===== src/rtl/mul.sv =====
// Sequential radix-2 shift-add multiplier (MULT/MULTU) for HI/LO.
// Optional MUL_EARLY_TERM_EN skips iterations once the multiplier runs out.
module mul #(
  parameter int WIDTH       = 32,
  parameter int COUNT_WIDTH = $clog2(WIDTH + 2)
) (
  input  logic             clk,
  input  logic             resetn,
  input  logic             en,
  input  logic             is_signed,
  input  logic [WIDTH-1:0] multiplicand,
  input  logic [WIDTH-1:0] multiplier,
  output logic [WIDTH-1:0] product_hi,
  output logic [WIDTH-1:0] product_lo,
  output logic             complete
);

  typedef enum logic [1:0] {
    IDLE,
    BUSY,
    FIX,
    DONE
  } state_t;

  localparam logic [COUNT_WIDTH-1:0] W_C   = COUNT_WIDTH'(WIDTH);
  localparam logic [COUNT_WIDTH-1:0] ONE_C = COUNT_WIDTH'(1);

  state_t                 state;
  logic [COUNT_WIDTH-1:0] count;
  logic [WIDTH-1:0]       mcand;
  logic [WIDTH-1:0]       mplr;
  logic [WIDTH-1:0]       acc_hi;
  logic                   negate;

  logic [WIDTH-1:0]   a_abs;
  logic [WIDTH-1:0]   b_abs;
  logic [WIDTH:0]     sum;
  logic [2*WIDTH-1:0] full;
  logic [2*WIDTH-1:0] fixed;

  always_comb begin
    a_abs = multiplicand;
    b_abs = multiplier;
    if (is_signed && multiplicand[WIDTH-1])
      a_abs = -multiplicand;
    if (is_signed && multiplier[WIDTH-1])
      b_abs = -multiplier;
    sum = {1'b0, acc_hi};
    if (mplr[0])
      sum = {1'b0, acc_hi} + {1'b0, mcand};
    full  = {acc_hi, mplr};
    fixed = negate ? -full : full;
  end

`ifdef MUL_EARLY_TERM_EN
  // rem = iterations still to run; the low rem bits of mplr are
  // the multiplier bits not yet consumed.
  logic [COUNT_WIDTH-1:0] rem;
  logic [WIDTH-1:0]       rem_mask;
  logic                   rem_zero;
  logic [2*WIDTH-1:0]     aligned;

  always_comb begin
    rem      = W_C - count + ONE_C;
    rem_mask = {WIDTH{1'b1}} >> (W_C - rem);
    rem_zero = (mplr & rem_mask) == '0;
    aligned  = full >> rem;
  end
`endif

  always_ff @(posedge clk or negedge resetn) begin
    if (!resetn) begin
      state      <= IDLE;
      count      <= '0;
      mcand      <= '0;
      mplr       <= '0;
      acc_hi     <= '0;
      negate     <= 1'b0;
      product_hi <= '0;
      product_lo <= '0;
      complete   <= 1'b0;
    end else if (!en) begin
      state    <= IDLE;
      complete <= 1'b0;
    end else begin
      unique case (state)
        IDLE: begin
          mcand  <= a_abs;
          mplr   <= b_abs;
          negate <= is_signed &
                    (multiplicand[WIDTH-1] ^ multiplier[WIDTH-1]);
          acc_hi <= '0;
          count  <= ONE_C;
          state  <= BUSY;
        end
        BUSY: begin
`ifdef MUL_EARLY_TERM_EN
          if (rem_zero) begin
            {acc_hi, mplr} <= aligned;
            count          <= count + ONE_C;
            state          <= FIX;
          end else begin
            acc_hi <= sum[WIDTH:1];
            mplr   <= {sum[0], mplr[WIDTH-1:1]};
            count  <= count + ONE_C;
            if (count == W_C)
              state <= FIX;
          end
`else
          acc_hi <= sum[WIDTH:1];
          mplr   <= {sum[0], mplr[WIDTH-1:1]};
          count  <= count + ONE_C;
          if (count == W_C)
            state <= FIX;
`endif
        end
        FIX: begin
          {product_hi, product_lo} <= fixed;
          complete <= 1'b1;
          state    <= DONE;
        end
        DONE: begin
          complete <= 1'b1;
        end
        default: state <= IDLE;
      endcase
    end
  end

endmodule


===== config.mk =====
export PLATFORM = sky130hd
export DESIGN_NAME = mul
export DESIGN_NICKNAME = d
export VERILOG_FILES = /design/src/rtl/mul.sv
export SDC_FILE = /design/constraint.sdc
export NUM_CORES = 1
export LEC_CHECK = 0
export CORE_MARGIN = 4
export CORE_UTILIZATION = 55
export DETAILED_ROUTE_END_ITERATION = 7
export PLACE_DENSITY = 0.86
export SLEW_MARGIN = 25
export SYNTH_ARGS = -nofsm -noshare
export SYNTH_HDL_FRONTEND = slang
export SYNTH_SLANG_ARGS = --single-unit

===== constraint.sdc =====
create_clock -name clk -period 4.9 [get_ports clk]
set_clock_uncertainty 0.2 [all_clocks]
set_input_delay 1.225 -clock clk [delete_from_list [all_inputs] [get_ports clk]]
set_output_delay 1.225 -clock clk [all_outputs]
set_load 0.05 [all_outputs]

After elaboration in Yosys (flattened, before gate mapping) --
Cells that the tools add are included. Widths: inputs -> output; s select.
Word-level totals: register bits 170, bits of input ports 68, output and inout bits 65, word-level logic and storage cells 44
Cells by class: $add $sub $neg 5, eq/ne operators 7, muxes and demuxes 12, bitwise logic cells 2, reductions and logical operators 9
Operator list (count):
- $pmux 32 s2 | 2
- $mux 32 | 2
- $mux 64 | 1
- $neg 32->32 | 2
- $neg 64->64 | 1
- $add 32x32->33 | 1
- $mux 33 | 1
- $pmux 6 s2 | 1
- $reduce_and 2->1 | 4
- $add 6x1->6 const B | 1
- $eq 6x6->1 const B | 1
- $pmux 2 s3 | 1
- $eq 2x2->1 const B | 2
- $mux 2 | 2
- $ne 4x1->1 const B | 1
- $ne 3x3->1 const B | 1
- $eq 2x1->1 const B | 1
- $logic_and 1x1->1 | 2
- $logic_not 2->1 | 1
- $mux 1 | 2
- $ne 2x2->1 const B | 1
- $reduce_bool 2->1 | 1
- $reduce_or 2->1 | 1
- $and 1x1->1 | 1
- $xor 1x1->1 | 1

Longest topological paths before layout --
Gate-level depths: netlist (run 1).
depth in word-level cells 4, gate-level depth with buffers 11, gate-level depth less buffers 11

Least setup slack after synthesis (run 1) --
Ideal clock, no wire load.
path type input port to flip-flop, from input port multiplier[20], to register mplr[29], library setup time 0.134 ns, data arrival time 3.263 ns, required time 4.566 ns, slack 1.303 ns, stages on the path 7, buffers on the path 0, path through or4_4 or3_4 or3_4 or3_4 o41ai_4 xor2_1 o22ai_1
Between the ends: cells in the longest elaborated chain, start to end 3
Ends and longest elaborated chain:
- start: declaration | RTL line 12 | input logic [WIDTH-1:0] multiplier,
- $neg 32->32 | RTL line 47 | b_abs = -multiplier;
- $mux 32 | RTL line 46 | if (is_signed && multiplier[WIDTH-1])
- $pmux 32 s2 | RTL line 86 | unique case (state)
- end signal: assignment | RTL line 89 | mplr <= b_abs;
- end signal: assignment | RTL line 111 | mplr <= {sum[0], mplr[WIDTH-1:1]};
- end: declaration | RTL line 31 | logic [WIDTH-1:0] mplr;
Every way passes these cells. A chain may end at the register's enable or synchronous reset.

Worst setup path after layout (run 1) --
from input port multiplier[18], to register mplr[27]
The elaborated chain is that of the path after synthesis.

==> results of run 1 <==
-- final cells by class --
| cell class | count | area [sq um] | area share (%) |
|---|---|---|---|
| multi-input cells | 1028 | 6360 | 48.62 |
| flip-flops and latches | 170 | 4255 | 32.53 |
| clock inverters | 15 | 158.9 | 1.215 |
| well taps | 265 | 331.6 | 2.535 |
| inverters | 25 | 93.84 | 0.7174 |
| repair buffers | 145 | 1456 | 11.13 |
| clock buffers | 17 | 425.4 | 3.252 |
-- per-stage QoR --
stage                     util [%]  total power, mW  hold WS, ns  setup WS, ns
after floorplan                  -            5.921       0.2563         1.303
after global placement       63.84            7.178       0.2606        0.7722
after detailed placement     63.98            7.366       0.2691        0.7309
after CTS                    66.97            8.731       0.2839         1.186
after global routing         66.99            9.375       0.3024        0.9919
final                        66.99            8.766       0.2764         1.152
-- sequential cells by signal, indices dropped and copies added (netlist names) --
register	count
negate	1
product_lo	32
complete	1
state	2
acc_hi	32
product_hi	32
mplr	32
count	6
mcand	32
-- final timing paths --
check	startpoint	end	slack, ns	cells after the start
worst min-delay path	product_hi[22]	product_hi[22]	0.28	2
worst max-delay path	multiplier[18]	mplr[27]	1.15	8
worst min register to register	product_hi[22]	product_hi[22]	0.28	2
min in group asynchronous	resetn	mplr[14]	0.54	1
worst max register to register	acc_hi[0]	acc_hi[29]	1.46	11
max in group asynchronous	resetn	product_hi[29]	3.07	2
-- critical path: stages --
cell,delay (ns)
clkdlybuf4s50_1,0.47
or4_4,0.55
or3_4,0.35
or3_4,0.34
or3_4,0.41
o21ai_0,0.23
xor2_1,0.18
o22ai_1,0.10
-- Yosys cell counts (15+ instances only) --
master and instances:
a21o_1 17, a21oi_1 89, a22oi_1 19, and3_1 16, clkbuf_1 62, dfrtp_1 170
ha_1 41, inv_1 24, nand2_1 188, nand3_1 17, nor2_1 69, nor3_1 20
o21ai_0 205, o31ai_1 32, or3_1 15, xnor2_1 41, xor2_1 105
-- cells by family after synthesis --
logic type                 share of synthesized area, %
xor gates and xnor gates                          11.69
adders and majority gates                         4.875
buffers and inverters                             3.124
and+or+nand+nor                                   17.27
AOI/OAI and AO/OA                                 23.39
DFF                                               38.91
muxes                                            0.7438
-- layer usage --
| metal | track usage, % | up-vias | wire length, um |
|---|---|---|---|
| li1 | - | 4815 | - |
| met5 | 0 | - | 0 |
| met1 | 34.98 | 4656 | 12220 |
| met2 | 40.53 | 346 | 13220 |
| met3 | 3.707 | 42 | 1856 |
| met4 | 8.146 | 0 | 559 |
-- power groups by stage --
stage / Sequential (mW) / Combinational (mW) / Clock [mW]
2_1_floorplan: 3.30 / 2.62 / 0
3_3_place_gp: 2.73 / 4.45 / 0
3_5_place_dp: 2.77 / 4.60 / 0
4_1_cts: 2.75 / 4.63 / 1.36
5_1_grt: 2.86 / 5.10 / 1.41
6_report: 2.77 / 4.65 / 1.35
==> results_dict.tcl, run 1 <==
set metrics [dict create \
    cellInternalPower_mw 4.471 \
    grt_start_max_net_pins 129 \
    startpoint_type "input pin" \
    ys.flop_type "dfrtp_1" \
    clkPwrFrac_pct 15.4 \
    min_path_type "flip-flop to flip-flop" \
    chipWidth_um 149.0 \
    setup_violations 0 \
    syn_area_sq_mm 0.01093 \
    gr-usage-all-layers_pct 25.08 \
    p_switching_mw 4.294 \
    crit_type "input pin to flip-flop" \
    path_clk_slew_ns 0.07 \
    cts_setup_buffers 0 \
    drive_gt1_share_pct 5.214 \
    netlist.area_leader.share_pct 38.91 \
    clock-sinks 170 \
    hold_violations 0 \
    wire_per_inst_um 16.73 \
    num_vias 9859 \
    synth_top_area_cell "dfrtp_1" \
    finalMaxSlewViolations 0 \
    antenna_found_initial 0 \
    rows 51 \
    cts-root-buf "clkbuf_16" \
    firstDrtPassIters 8 \
    yosysSeqAreaShare_pct 38.91 \
    period_share_pct 76.49 \
    p_leak_nw 5.606 \
    min_period_ns 3.748 \
    dieArea_sq_mm 0.02220 \
    core_area_sq_mm 0.01953 \
    overflow 0 \
    areaGrowthSynthToFinish_pct 19.64 \
    synth.distinct_cells 60 \
    layout_commonest_cell "o21ai_0" \
    ys_seq_elements 170 \
    grt_pass1_wl_mm 45.73 \
    synth_cells 1289 \
    layout.cells.non_filler 1665 \
    pin_count 133 \
    postSynthAreaPerCell_sq_um 8.483 \
    drtIter0Drc 696 \
    cts_tree "done" \
    rsz0062_at_grt "false" \
    async_reset_ff_share_pct 100.0 \
    tightest_slew_ns 1.052 \
    drcViolationCount 0 \
    placed_area_sq_mm 0.01249 \
    cp.required_ns 5.01 \
    p_sw_share_pct 48.99 \
    slew_headroom_pct 29.87 \
    yosysWarnings 0 \
    numCtsBuffers 17 \
    tns_ns 0 \
    num_antenna_cells 0 \
    drt-total-wl_mm 27.86 \
    p_comb_share_pct 53.0 \
    fmax_mhz 266.8 \
    syn_nets 1399 \
    status "finished, final reports clean" \
    placed_cells 1633 \
    place_congestion 0.9325 \
    cap_viol_max_count 0 \
    via_per_inst 5.921 \
    numPortBuffers 132 \
    dp_hpwl_mm 20.93 \
    clock_latency_ns 0.44 \
    layout.nets 1497 \
    start_util_pct 56.00 \
    die-height_um 149.0 \
    critPathArrivalTime_ns 3.86 \
    grt_pass1_vias 9293 \
    pwr-share-seq_pct 31.6 \
    cp_max_fo 4 \
    max-clock-path-buffers 2 \
    postCtsResizedCells 0 \
    cts-hold-fix-buffers 0 \
    synth-edff-count 0 \
    fillerInstances 1618 \
    yosys-top-cells-area "dfrtp_1 39%, o21ai_0 9.4%, xor2_1 8.4%, nand2_1 6.5%, ha_1 4.7%" \
    end_kind "flip-flop" \
    stdcell_area_sq_mm 0.01308 \
    p_per_area_mw_per_mm2 670.1 \
    mostFrequentLayoutCells "205 x o21ai_0, 187 x nand2_1, 169 x dfrtp_1" \
    antenna_left 0 \
    irDropWorstVdd_v 0.0002502 \
    htree_num_levels 4 \
]
(Power assumes the default switching activity.)
==> run 2: changes to the inputs <==
==> constraint.sdc (replaced) <==
create_clock -name clk -period 3.75 [get_ports clk]
set_clock_uncertainty 0.2 [all_clocks]
set_input_delay 0.9375 -clock clk [delete_from_list [all_inputs] [get_ports clk]]
set_output_delay 0.9375 -clock clk [all_outputs]
set_load 0.05 [all_outputs]
==> results_dict.tcl, run 2 (synthesized netlist as in run 1, its figures left out) <==
set metrics [dict create \
    drt-total-wl_mm 28.01 \
    multi_input_comb_area_sq_mm 0.006360 \
    irDropWorstVdd_v 0.0003394 \
    reg2reg_slack_ns 0.42 \
    period_share_pct 91.47 \
    slowest_delay_ns 0.55 \
    postCtsResizedCells 0 \
    p_leak_nw 5.775 \
    hold_violations 0 \
    cap_viol_max_count 0 \
    critPathArrivalTime_ns 3.54 \
    reg2reg_to "acc_hi[29]" \
    regArea_sq_mm 0.004258 \
    grt_start_max_net_pins 67 \
    crit_type "input pin to flip-flop" \
    startpoint_type "input pin" \
    tightest_slew_ns 0.7361 \
    drive_gt1_share_pct 7.063 \
    cts-root-buf "clkbuf_16" \
    layout.nets 1527 \
    pin_count 133 \
    rows 51 \
    start_util_pct 56.00 \
    status "finished, final reports clean" \
    firstDrtPassIters 5 \
    cts_setup_buffers 0 \
    areaGrowthSynthToFinish_pct 22.11 \
    finalPower_mw 11.53 \
    slew_headroom_pct 50.74 \
    htree_num_levels 4 \
    cp_max_fo 3 \
    num_vias 9966 \
    drtIter0Drc 671 \
    dieArea_sq_mm 0.02220 \
    crit_family "simple AND/OR/NAND/NOR gates" \
    r2r.worst_path.cells 12 \
    cts_tree "done" \
    drcViolationCount 0 \
    die-height_um 149.0 \
    fillerInstances 1502 \
    path_common_cell "or3_4" \
    rsz0062_at_grt "false" \
    min_period_ns 3.430 \
    min_path_type "input pin to asynchronous set/reset pin" \
    wire_per_inst_um 16.52 \
    mostFrequentLayoutCells "205 x o21ai_0, 187 x nand2_1, 169 x dfrtp_1" \
    fmax_mhz 291.5 \
    num_antenna_cells 0 \
    dpl_worst_slack_ns -0.08911 \
    via_per_inst 5.880 \
    grt_pass1_wl_mm 46.19 \
    chipWidth_um 149.0 \
    numPortBuffers 132 \
    core_area_sq_mm 0.01953 \
    layout_commonest_cell "o21ai_0" \
    fin_util_pct 68.38 \
    stdcell_area_sq_mm 0.01335 \
    placed_area_sq_mm 0.01275 \
    clock-sinks 170 \
    path_buf_inv 1 \
    r2r_start "acc_hi[0]" \
    slowest_stage "or4_4" \
    cts-hold-fix-buffers 0 \
    p_per_area_mw_per_mm2 863.9 \
    grt_pass1_vias 9327 \
    antenna_found_initial 0 \
    setup_violations 0 \
    crit_chain "clkdlybuf4s50_1 > or4_4 > or3_4 > or3_4 > or3_4 > o41ai_4 > xor2_1 > o22ai_1" \
    path_clk_slew_ns 0.07 \
    end_kind "flip-flop" \
    dp_hpwl_mm 21.09 \
    clock_latency_ns 0.44 \
    max-clock-path-buffers 2 \
    overflow 0 \
    finalMaxSlewViolations 0 \
    tns_ns 0 \
    place_congestion 0.9059 \
    numCtsBuffers 17 \
    gr-usage-all-layers_pct 25.39 \
    timing.final.ws_setup_ns 0.3200 \
    antenna_left 0 \
    cp.required_ns 3.86 \
]
[run 2: cell types whose count changed in the layout (fill, tap and decap cells not counted), moves of 2 or more]
cell / delta
buf_4: +28
buf_12: +4
inv_8: -3
bufinv_16: +2
clkbuf_1: +2
clkinv_4: +2
clkinvlp_4: -2
[run 2: worst register-to-register path: stages, from the launching register on]
cell,delay [ns]
dfrtp_1,0.45
ha_1,0.25
inv_1,0.08
fa_1,0.18
nor2b_1,0.07
o31ai_1,0.40
a211oi_1,0.14
buf_4,0.18
a211oi_1,0.38
nand2_1,0.14
a41oi_1,0.45
o21a_1,0.19
o311ai_0,0.10
[run 2: worst max path at each step]
stage                              start  endpoint  slack [ns]  cells past startpoint
final                     multiplier[20]  mplr[29]        0.32                      8
after CTS                 multiplier[20]  mplr[29]        0.34                      8
after detailed placement  multiplier[20]  mplr[29]       -0.09                      8
after floorplan           multiplier[20]  mplr[29]        0.44                      7
after global routing      multiplier[20]  mplr[29]        0.24                      8
after global placement    multiplier[20]  mplr[29]       -0.05                      8
[run 2: report_power, final]
part / leakage [nW] / switching, mW / internal [mW]
logic: 3.29 / 3.80 / 2.30
clock network: 0.288 / 0.748 / 1.05
registers: 2.20 / 0.997 / 2.63
[run 2: layout make-up]
type,instances,area share [%]
well taps,265,2.483
multi-input cells,1028,47.63
repair buffers,175,12.79
clock inverters,13,1.256
clock buffers,19,3.242
inverters,25,0.7028
flip-flops and latches,170,31.89
[run 2: per-layer routing]
metal  track usage (%)  up-vias  wire length, um  part of all wire, %
li1                  -     4862                -                    -
met1             35.73     4732            12490                   45
met2             41.46      325            13390                   48
met3             3.950       47             1647                  5.9
met4             6.407        0              478                  1.7
met5                 0        -                0                    0
[run 2: through the flow]
step | instances | hold slack (ns)
floorplan | 1289 | 0.2563
global placement | 1663 | 0.2614
detailed placement | 1663 | 0.2694
CTS | 1695 | 0.2837
global route | 1695 | 0.3023
finish | 1695 | 0.2777
